===== config.mk =====
export PLATFORM = sky130hd
export DESIGN_NAME = microseq_ctrl
export DESIGN_NICKNAME = d
export VERILOG_FILES = /design/src/rtl/microaddr_types.sv /design/src/rtl/microseq_pkg.sv /design/src/rtl/microseq_ctrl.sv
export SDC_FILE = /design/constraint.sdc
export NUM_CORES = 1
export LEC_CHECK = 0
export ABC_AREA = 1
export CAP_MARGIN = 15
export CELL_PAD_IN_SITES_DETAIL_PLACEMENT = 2
export CELL_PAD_IN_SITES_GLOBAL_PLACEMENT = 2
export CORE_ASPECT_RATIO = 0.9
export CORE_MARGIN = 2
export CORE_UTILIZATION = 26
export DETAILED_ROUTE_END_ITERATION = 8
export GPL_ROUTABILITY_DRIVEN = 0
export PLACE_DENSITY = 0.79
export SLEW_MARGIN = 30
export SYNTH_ARGS = -nofsm -noshare
export SYNTH_HDL_FRONTEND = slang
export SYNTH_SLANG_ARGS = --single-unit

===== constraint.sdc =====
create_clock -name clk -period 4.2 [get_ports clk]
set_input_delay 0.84 -clock clk [delete_from_list [all_inputs] [get_ports clk]]
set_output_delay 0.84 -clock clk [all_outputs]
set_load 0.03 [all_outputs]

===== src/rtl/microaddr_types.sv =====
// microaddr_types: shared micro-address width and counter command encoding
// used between the sequencer and microaddr_counter.
`default_nettype none
package microaddr_types;
    typedef logic [7:0] uaddr;

    typedef enum logic [2:0] {
        CMD_NONE   = 3'd0,
        CMD_INC    = 3'd1,
        CMD_LOAD   = 3'd2,
        CMD_LOADNE = 3'd3,
        CMD_CALL   = 3'd4,
        CMD_RET    = 3'd5
    } cmd;
endpackage
`default_nettype wire


===== src/rtl/microseq_pkg.sv =====
// microseq_pkg: next-address opcodes, sequencer states, fault codes and the
// opcode dispatch table for microseq_ctrl.
`default_nettype none
package microseq_pkg;
    typedef enum logic [2:0] {
        SEQ_NEXT     = 3'd0,
        SEQ_JUMP     = 3'd1,
        SEQ_JNZ      = 3'd2,
        SEQ_CALL     = 3'd3,
        SEQ_RET      = 3'd4,
        SEQ_DISPATCH = 3'd5,
        SEQ_WAIT     = 3'd6,
        SEQ_HALT     = 3'd7
    } seq_op_e;

    typedef enum logic [2:0] {
        ST_RST      = 3'd0,
        ST_RUN      = 3'd1,
        ST_WAIT_MEM = 3'd2,
        ST_HALTED   = 3'd3,
        ST_FAULT    = 3'd4
    } state_e;

    localparam logic [1:0] FC_NONE      = 2'd0;
    localparam logic [1:0] FC_OVERFLOW  = 2'd1;
    localparam logic [1:0] FC_UNDERFLOW = 2'd2;
    localparam logic [1:0] FC_TIMEOUT   = 2'd3;

    function automatic logic [7:0] dispatch_addr(input logic [3:0] opcode);
        return {2'b01, opcode, 2'b00};
    endfunction
endpackage
`default_nettype wire


===== src/rtl/microseq_ctrl.sv =====
// microseq_ctrl: decodes the microinstruction next-address field into
// microaddr_counter commands; optional MICROSEQ_SINGLE_STEP_EN adds step gating.
`default_nettype none
module microseq_ctrl
    import microseq_pkg::*;
#(
    parameter int WAIT_TIMEOUT = 255,
    parameter int STACK_DEPTH  = 4
) (
    input  logic                  clk,
    input  logic                  reset,
    input  logic [2:0]            seq_op,
    input  microaddr_types::uaddr seq_target,
    input  logic [3:0]            opcode,
    input  logic                  zflag,
    input  logic                  mem_ack,
    input  logic                  run_req,
`ifdef MICROSEQ_SINGLE_STEP_EN
    input  logic                  step_mode,
    input  logic                  step_req,
`endif
    output microaddr_types::cmd   ctr_cmd,
    output microaddr_types::uaddr ctr_load_addr,
    output logic                  ctr_reset,
    output logic                  mem_req,
    output logic                  halted,
    output logic                  fault,
    output logic [1:0]            fault_code
);
    localparam int DW = $clog2(STACK_DEPTH + 1);

    state_e      r_state, w_state_nxt;
    logic [DW-1:0] r_depth, w_depth_nxt;
    logic [7:0]  r_timer, w_timer_nxt;
    logic [1:0]  r_fault_code, w_fc_nxt;

    // zflag is consumed by the counter, not by the sequencing policy
    logic w_unused_zflag;
    assign w_unused_zflag = zflag;

    always_ff @(posedge clk or posedge reset) begin
        if (reset) begin
            r_state      <= ST_RST;
            r_depth      <= '0;
            r_timer      <= '0;
            r_fault_code <= FC_NONE;
        end else begin
            r_state      <= w_state_nxt;
            r_depth      <= w_depth_nxt;
            r_timer      <= w_timer_nxt;
            r_fault_code <= w_fc_nxt;
        end
    end

    always_comb begin
        w_state_nxt   = r_state;
        w_depth_nxt   = r_depth;
        w_timer_nxt   = r_timer;
        w_fc_nxt      = r_fault_code;
        ctr_cmd       = microaddr_types::CMD_NONE;
        ctr_load_addr = '0;
        ctr_reset     = 1'b0;
        mem_req       = 1'b0;
        halted        = 1'b0;
        fault         = 1'b0;
        case (r_state)
            ST_RST: begin
                ctr_reset   = 1'b1;
                w_state_nxt = ST_RUN;
            end
            ST_RUN: begin
                case (seq_op_e'(seq_op))
                    SEQ_NEXT: ctr_cmd = microaddr_types::CMD_INC;
                    SEQ_JUMP: begin
                        ctr_cmd       = microaddr_types::CMD_LOAD;
                        ctr_load_addr = seq_target;
                    end
                    SEQ_JNZ: begin
                        ctr_cmd       = microaddr_types::CMD_LOADNE;
                        ctr_load_addr = seq_target;
                    end
                    SEQ_CALL: begin
                        if (r_depth == DW'(STACK_DEPTH)) begin
                            w_state_nxt = ST_FAULT;
                            w_fc_nxt    = FC_OVERFLOW;
                        end else begin
                            ctr_cmd       = microaddr_types::CMD_CALL;
                            ctr_load_addr = seq_target;
                            w_depth_nxt   = r_depth + DW'(1);
                        end
                    end
                    SEQ_RET: begin
                        if (r_depth == '0) begin
                            w_state_nxt = ST_FAULT;
                            w_fc_nxt    = FC_UNDERFLOW;
                        end else begin
                            ctr_cmd     = microaddr_types::CMD_RET;
                            w_depth_nxt = r_depth - DW'(1);
                        end
                    end
                    SEQ_DISPATCH: begin
                        ctr_cmd       = microaddr_types::CMD_LOAD;
                        ctr_load_addr = dispatch_addr(opcode);
                    end
                    SEQ_WAIT: begin
                        mem_req     = 1'b1;
                        w_timer_nxt = '0;
                        w_state_nxt = ST_WAIT_MEM;
                    end
                    SEQ_HALT: w_state_nxt = ST_HALTED;
                    default: begin
                        w_state_nxt = ST_FAULT;
                        w_fc_nxt    = FC_NONE;
                    end
                endcase
`ifdef MICROSEQ_SINGLE_STEP_EN
                // Hold any issuing decode until a step pulse; faulting decodes pass through
                if (step_mode && !step_req && ctr_cmd != microaddr_types::CMD_NONE) begin
                    ctr_cmd     = microaddr_types::CMD_NONE;
                    halted      = 1'b1;
                    w_depth_nxt = r_depth;
                end
`endif
            end
            ST_WAIT_MEM: begin
                mem_req = 1'b1;
                if (mem_ack) begin
                    ctr_cmd     = microaddr_types::CMD_INC;
                    w_state_nxt = ST_RUN;
                end else begin
                    w_timer_nxt = r_timer + 8'd1;
                    if (r_timer + 8'd1 == 8'(WAIT_TIMEOUT)) begin
                        w_state_nxt = ST_FAULT;
                        w_fc_nxt    = FC_TIMEOUT;
                    end
                end
            end
            ST_HALTED: begin
                halted = 1'b1;
                if (run_req) begin
                    ctr_cmd     = microaddr_types::CMD_INC;
                    w_state_nxt = ST_RUN;
                end
            end
            ST_FAULT: fault = 1'b1;
            default: w_state_nxt = ST_FAULT;
        endcase
    end

    assign fault_code = r_fault_code;
endmodule
`default_nettype wire

==> qor.log, run 1 <==
INFO  worst_hold_path hold_path_startpoint=fault_code[1]
INFO  grt            grt_max_degree=17
INFO  critical_path  critical_path_peak_fanout=8
INFO  grt            grt_first_pass_wirelength=6872µm
INFO  logic_synthesis yosysWarningCount=0
INFO  route          initial_drc_count=38
INFO  critical_path  setup.worst_path.start_class=input pin
INFO  critical_path  cp_cell_sequence=clkdlybuf4s50_1 > inv_1 > nand2_1 > inv_1 > o31ai_4 > nand2_1 > o21ai_0 > nand2_1 > inv_1 > clkdlybuf4s50_1
INFO  critical_path  cp_slowest_stage_delay=0.67ns
INFO  route          postRouteAntennaNets=0
INFO  critical_path  crit_arrival=3.06ns
INFO  sta            grt_setup_unrepaired=false
INFO  worst_hold_path hold_path_class=register to register
INFO  clocking       cells_resized_by_post_cts_repair=0
INFO  pwr            vdd_drop_max=0.00008795V
INFO  grt            globalRouteTotalUtil=16.08%
INFO  route          wirelength=3917µm
INFO  final_layout   num_antenna_cells=0
INFO  route          routed-via-count=1327
INFO  final_layout   final_cell_count_no_fill=283
INFO  critical_path  setup.worst_path.end=ctr_load_addr[4]
INFO  logic_synthesis syn_avg_cell_area=6.751µm²
INFO  critical_path  critical_path_launch_point=seq_op[1]
INFO  logic_synthesis syn_area=1229µm²
INFO  clocking       clkSinkCount=16
INFO  job            max_cap_viol_count=0
INFO  clocking       cts_max_path_buffers=2
INFO  sta            transition_time_of_the_tightest_slew_check_pin=0.6825ns
INFO  critical_path  timing_worst_setup_path_type=input pin to output port
INFO  logic_synthesis post-synth-top-area-fraction=32.59%
INFO  grt            grt.overflow.total=0
INFO  die            design.die.area=5292µm²
INFO  placed_design  preCtsSetupSlack=0.2660ns
INFO  critical_path  critPathTopFamily=buffers and inverters
INFO  sta            final.period_utilization=92.82%
INFO  logic_synthesis synth_cells=182
INFO  die            die-width=76.46µm
INFO  logic_synthesis ys_ff_latch=16
INFO  sta            setup_viol=0
INFO  sta            finalHoldWorstSlack=0.4786ns
INFO  logic_synthesis post_synthesis_net_count=205
INFO  critical_path  r2r_cells=10
INFO  pwr            p_total=358.7µW
INFO  sta            timing.final.ws_setup=0.3014ns
INFO  sta            finClkSkew=0.005564ns
INFO  clocking       tritoncts.num_buffers=3
INFO  logic_synthesis netlist.top_cell.by_area=sky130_fd_sc_hd__dfrtp_1
INFO  placed_design  placed_cells_incl_taps=279
INFO  sta            achievable-frequency=256.5MHz
INFO  critical_path  number_of_buffers_and_inverters_on_the_critical_path=5
INFO  critical_path  crit-reg2reg-capture=fault_code[0]
INFO  sta            timing_hold_violations_final=0
INFO  die            core_area=4489µm²
INFO  sta            total_negative_slack=0ns
INFO  final_layout   drive_gt1_share=8.597%
INFO  clocking       ctsHoldBuffers=0
INFO  logic_synthesis synth_flop_cell=sky130_fd_sc_hd__dfrtp_1
INFO  route          avgViaCountPerCell=4.689
INFO  final_layout   area_growth_syn_to_layout=39.31%
INFO  grt            antenna_found_initial=0
INFO  placed_design  buffer_ports.inserted=35
INFO  die            initial_utilization=27.37%
INFO  critical_path  setup.worst_path.end_class=output port
INFO  logic_synthesis netlist_top_cells_area=sky130_fd_sc_hd__dfrtp_1, sky130_fd_sc_hd__nand2_1, sky130_fd_sc_hd__inv_1, sky130_fd_sc_hd__nand3_1, sky130_fd_sc_hd__nor2_1
INFO  critical_path  worstPathRequired=3.36ns
INFO  clocking       number_of_h_tree_levels=1
INFO  die            die-height=69.22µm
INFO  clocking       cell_at_the_root_of_the_clock_tree=sky130_fd_sc_hd__clkbuf_8
INFO  logic_synthesis ys_types=26
INFO  route          drt_first_pass_iters=4
INFO  critical_path  r2r_start=r_timer[1]
INFO  pwr            p_per_area=209.6nW/µm²
INFO  critical_path  ff2ff_setup_slack=2.45ns
INFO  sta            final_period_minus_worst_setup_slack=3.899ns
INFO  logic_synthesis post_synthesis_sequential_area_ratio=32.59%
INFO  logic_synthesis synth_commonest_cells=sky130_fd_sc_hd__nand2_1, sky130_fd_sc_hd__inv_1, sky130_fd_sc_hd__nor2_1, sky130_fd_sc_hd__dfrtp_1, sky130_fd_sc_hd__nand3_1
INFO  critical_path  cp_slowest_cell=sky130_fd_sc_hd__clkdlybuf4s50_1
INFO  sta            count_of_final_max_slew_check_failures=0
INFO  critical_path  path_depth=10
INFO  pwr            leakage=0.0008404µW
INFO  route          remaining_drc_errors=0
INFO  grt            vias_in_the_first_global_route=1416
INFO  final_layout   num-nets-final=245
INFO  die            fp-row-count=23
INFO  logic_synthesis share_of_flip_flops_with_an_asynchronous_set_or_reset=100.0%
INFO  sta            timing.max_slew.rel_slack=54.45%
INFO  logic_synthesis yosys.cell_count.top_type=sky130_fd_sc_hd__nand2_1
INFO  die            io-pin-count=37
INFO  clocking       worst_setup_hold_path_clk_slew=0.07ns
INFO  clocking       cts_tree=built
INFO  route          drt-wirelength-per-cell=13.84µm
INFO  clocking       postCtsSetupBuffers=0
INFO  status         run_status=finished clean
INFO  clocking       worst_skew_pair.late_latency=0.25ns
INFO  logic_synthesis synth_edf_count=0
INFO  placed_design  place.detailed.hpwl=3304µm
==> layer usage <==
layer	up-vias	wire (µm)	global-route usage, %
li1	651	-	-
met2	24	1966	27.73
met3	2	101	2.865
met4	0	27	3.030
met5	-	0	0
met1	650	1821	21.23
==> where the power goes <==
part	switching [µW]	internal [µW]	total [µW]
registers	3.70	157	161
logic	33.3	26.6	59.9
clock network	55.0	83.2	138
==> placed cells by master (no fill, tap or decap), types with 2 or more instances in the layout <==
cell type,netlist,layout
sky130_fd_sc_hd__clkbuf_8,0,4
sky130_fd_sc_hd__xor2_1,2,2
sky130_fd_sc_hd__nor2_4,2,2
sky130_fd_sc_hd__nand3_1,14,14
sky130_fd_sc_hd__dfrtp_1,16,16
sky130_fd_sc_hd__inv_2,4,4
sky130_fd_sc_hd__nor3_2,2,2
sky130_fd_sc_hd__o21ai_0,12,12
sky130_fd_sc_hd__nand3_4,2,2
sky130_fd_sc_hd__ha_1,2,2
sky130_fd_sc_hd__inv_1,30,30
sky130_fd_sc_hd__o22ai_1,4,4
sky130_fd_sc_hd__nand2_2,2,2
sky130_fd_sc_hd__nand2_1,58,58
sky130_fd_sc_hd__a21oi_1,3,3
sky130_fd_sc_hd__nor2_1,18,18
sky130_fd_sc_hd__clkdlybuf4s50_1,0,35
==> kinds of logic after synthesis <==
| family | Yosys count | synth area share (%) |
|---|---|---|
| AOI/OAI and AO/OA | 25 | 13.54 |
| adders and majority gates | 3 | 3.666 |
| xor gates and xnor gates | 2 | 1.426 |
| DFF | 16 | 32.59 |
| and+or+nand+nor | 102 | 38.39 |
| buffers and inverters | 34 | 10.39 |
==> worst min path at each step <==
stage               endpoint  cells after the start  slack, ns
2_1_floorplan     r_depth[0]                      1       0.44
6_report       fault_code[1]                      2       0.48
3_5_place_dp   fault_code[1]                      2       0.47
4_1_cts           r_depth[0]                      1       0.48
3_3_place_gp   fault_code[1]                      2       0.46
5_1_grt        fault_code[0]                      2       0.52
==> stage by stage <==
step                      utilization [%]  cell area (µm²)
after floorplan                         -             1229
after global placement              36.90             1657
after detailed placement            36.90             1657
after CTS                           38.13             1712
after global routing                38.13             1712
final                               38.13             1712
==> state kept, by name, summed over array words and instances, names as in the netlist <==
signal,count
fault_code,2
r_depth,3
r_state,3
r_timer,8
==> area by class of cell <==
type / instances / area (µm²)
repair buffers: 35 / 350.3
fillers: 579 / 2778
well taps: 62 / 77.57
flip-flops and latches: 16 / 400.4
inverters: 34 / 127.6
clock buffers: 4 / 55.05
multi-input cells: 132 / 700.7
==> worst min-delay path, delay by kind of cell, from the launching register on <==
family / cells / cell delay, ns
DFF: 1 / 0.35
and+or+nand+nor: 2 / 0.10
(Power assumes the default switching activity.)
==> inputs of run 2 (changes only) <==
--- a/config.mk
+++ b/config.mk
@@ -10,7 +10,7 @@
 export CELL_PAD_IN_SITES_DETAIL_PLACEMENT = 2
 export CELL_PAD_IN_SITES_GLOBAL_PLACEMENT = 2
 export CORE_ASPECT_RATIO = 0.9
-export CORE_MARGIN = 2
+export CORE_MARGIN = 4
 export CORE_UTILIZATION = 26
 export DETAILED_ROUTE_END_ITERATION = 8
 export GPL_ROUTABILITY_DRIVEN = 0
==> run 2 against run 1 <==
  * Global-route usage is essentially flat
  * Sequential share of layout area is 0.19 points higher
  * Final cell count decreased by 0.35%
  * Utilization is 0.55 points lower
  * Clock skew decreased by 0.0021 ns
  * Die area grew 11%
  * First-iteration DRC count down 55%
  * Critical endpoint is now ctr_load_addr[3]
  * Clock power shrank 17%
  * Critical path depth did not move
  * Register-to-register slack worse by 0.03 ns
  * Total power decreased by 6.4%
==> qor.log, run 2 (synthesized netlist as in run 1, its figures left out) <==
INFO  final_layout   layout_top_registers=r_timer x8, r_depth x3, r_state x3
INFO  sta            final.period_utilization=93.46%
INFO  route          initial_drc_count=17
INFO  critical_path  critical_path_peak_fanout=8
INFO  pwr            p_seq_share=47.9%
INFO  critical_path  r2r_cells=10
INFO  placed_design  place.detailed.hpwl=3602µm
INFO  critical_path  r2r_start=r_timer[1]
INFO  pwr            vdd_drop_max=0.00008964V
INFO  die            io-pin-count=37
INFO  route          remaining_drc_errors=0
INFO  grt            antenna_found_initial=0
INFO  sta            grt_setup_unrepaired=false
INFO  die            die-width=80.46µm
INFO  worst_hold_path min_to=fault_code[0]
INFO  pwr            combPwrFrac=18.0%
INFO  final_layout   max_flop_register=r_timer
INFO  route          avgViaCountPerCell=4.645
INFO  clocking       cts_tree=built
INFO  final_layout   area_growth_syn_to_layout=38.19%
INFO  worst_hold_path min_delay_path_depth=2
INFO  grt            grt_max_degree=17
INFO  clocking       number_of_h_tree_levels=1
INFO  die            initial_utilization=27.19%
INFO  status         run_status=finished clean
INFO  clocking       worst_setup_hold_path_clk_slew=0.06ns
INFO  sta            finalHoldWorstSlack=0.4859ns
INFO  die            die-height=73.22µm
INFO  final_layout   num-nets-final=245
INFO  pwr            part_of_the_power_in_the_clock_network=34.1%
INFO  die            design.die.area=5891µm²
INFO  final_layout   number_of_inserted_filler_cells_in_the_final_layout=569
INFO  clocking       tritoncts.num_buffers=3
INFO  final_layout   layout_commonest_cell=sky130_fd_sc_hd__nand2_1
INFO  grt            globalRouteTotalUtil=16.12%
INFO  sta            setup_viol=0
INFO  sta            finClkSkew=0.003483ns
INFO  pwr            power.share.switching=26.36%
INFO  sta            timing_hold_violations_final=0
INFO  critical_path  setup.worst_path.end_class=output port
INFO  route          wirelength=4208µm
INFO  sta            timing.final.ws_setup=0.2748ns
INFO  sta            final_period_minus_worst_setup_slack=3.925ns
INFO  sta            total_negative_slack=0ns
INFO  placed_design  buffer_ports.inserted=35
INFO  worst_hold_path hold_path_startpoint=fault_code[0]
INFO  final_layout   num_antenna_cells=0
INFO  worst_hold_path hold_path_class=register to register
INFO  clocking       cts_max_path_buffers=2
INFO  clocking       worst_skew_pair.late_latency=0.25ns
INFO  clocking       clkSinkCount=16
INFO  sta            timing.max_slew.rel_slack=58.84%
INFO  grt            grt_first_pass_wirelength=7362µm
INFO  final_layout   area.sequential=400.4µm²
INFO  critical_path  setup.worst_path.start_class=input pin
INFO  route          postRouteAntennaNets=0
INFO  route          routed-via-count=1310
INFO  job            max_cap_viol_count=0
INFO  critical_path  crit-reg2reg-capture=fault_code[1]
INFO  pwr            p_total=335.8µW
INFO  critical_path  ff2ff_setup_slack=2.42ns
INFO  critical_path  timing_worst_setup_path_type=input pin to output port
INFO  pwr            power.net_switching=88.52µW
INFO  final_layout   final_core_occ=37.58%
INFO  sta            achievable-frequency=254.8MHz
INFO  critical_path  worstPathRequired=3.36ns
INFO  final_layout   combined_area_of_the_multi_input_logic_cells=700.7µm²
INFO  sta            transition_time_of_the_tightest_slew_check_pin=0.6167ns
INFO  pwr            p_per_area=197.7nW/µm²
INFO  clocking       postCtsSetupBuffers=0
INFO  clocking       ctsHoldBuffers=0
INFO  sta            count_of_final_max_slew_check_failures=0
INFO  route          drt-wirelength-per-cell=14.92µm
INFO  pwr            internal-power=247.2µW
INFO  placed_design  preCtsSetupSlack=0.2520ns
INFO  die            fp-row-count=23
INFO  route          drt_first_pass_iters=2
INFO  grt            grt.overflow.total=0
INFO  critical_path  crit_arrival=3.09ns
INFO  grt            vias_in_the_first_global_route=1545
INFO  clocking       cell_at_the_root_of_the_clock_tree=sky130_fd_sc_hd__clkbuf_8
INFO  final_layout   largest_register_ff_count=8
INFO  final_layout   most-common-layout-cells=sky130_fd_sc_hd__nand2_1, sky130_fd_sc_hd__clkdlybuf4s50_1, sky130_fd_sc_hd__inv_1
INFO  pwr            leakage=0.0008332µW
INFO  die            core_area=4518µm²
INFO  clocking       cells_resized_by_post_cts_repair=0
INFO  final_layout   drive_gt1_share=8.182%
[run 2: stage by stage]
step / cell area (µm²) / std cells
2_1_floorplan: 1229 / 182
3_3_place_gp: 1657 / 279
3_5_place_dp: 1657 / 279
4_1_cts: 1698 / 282
5_1_grt: 1698 / 282
6_report: 1698 / 282
[run 2: layer usage]
metal  up-vias  track usage [%]  share of wire (%)  wire length, µm
li1        647                -                  -                -
met1       633            18.59                 42             1784
met2        26            30.06                 53             2221
met3         4            3.580                3.7              154
met4         0            3.940                1.1               47
met5         -                0                  0                0
[run 2: layout make-up]
| class | count | area share (%) |
|---|---|---|
| inverter | 34 | 7.517 |
| multi-input combinational | 132 | 41.27 |
| clock buffer | 3 | 2.432 |
| tap | 62 | 4.569 |
| sequential | 16 | 23.58 |
| timing repair buffer | 35 | 20.63 |
[run 2: how the worst max path moves through the flow]
stage / slack, ns / depth (start not counted) / from / endpoint
floorplan: 1.51 / 6 / seq_op[0] / ctr_load_addr[0]
global placement: 0.39 / 10 / seq_op[1] / ctr_load_addr[3]
detailed placement: 0.25 / 10 / seq_op[1] / ctr_load_addr[3]
CTS: 0.24 / 10 / seq_op[1] / ctr_load_addr[3]
global route: 0.08 / 10 / seq_op[1] / ctr_load_addr[3]
finish: 0.27 / 10 / seq_op[1] / ctr_load_addr[3]
[run 2: worst max-delay path, stage by stage]
cell and delay (ns):
sky130_fd_sc_hd__clkdlybuf4s50_1 0.54, sky130_fd_sc_hd__inv_1 0.08, sky130_fd_sc_hd__nand2_1 0.14, sky130_fd_sc_hd__inv_1 0.11, sky130_fd_sc_hd__o31ai_4 0.38, sky130_fd_sc_hd__nand2_1 0.09, sky130_fd_sc_hd__o21ai_0 0.10, sky130_fd_sc_hd__nand2_1 0.09
sky130_fd_sc_hd__inv_1 0.06, sky130_fd_sc_hd__clkdlybuf4s50_1 0.66
[run 2: power groups by stage]
stage	clock, µW	combinational [µW]	sequential (µW)
2_1_floorplan	0	30.9	162
3_3_place_gp	0	56.8	163
3_5_place_dp	0	61.5	164
4_1_cts	118	61.7	161
5_1_grt	127	68.8	161
6_report	115	60.4	161
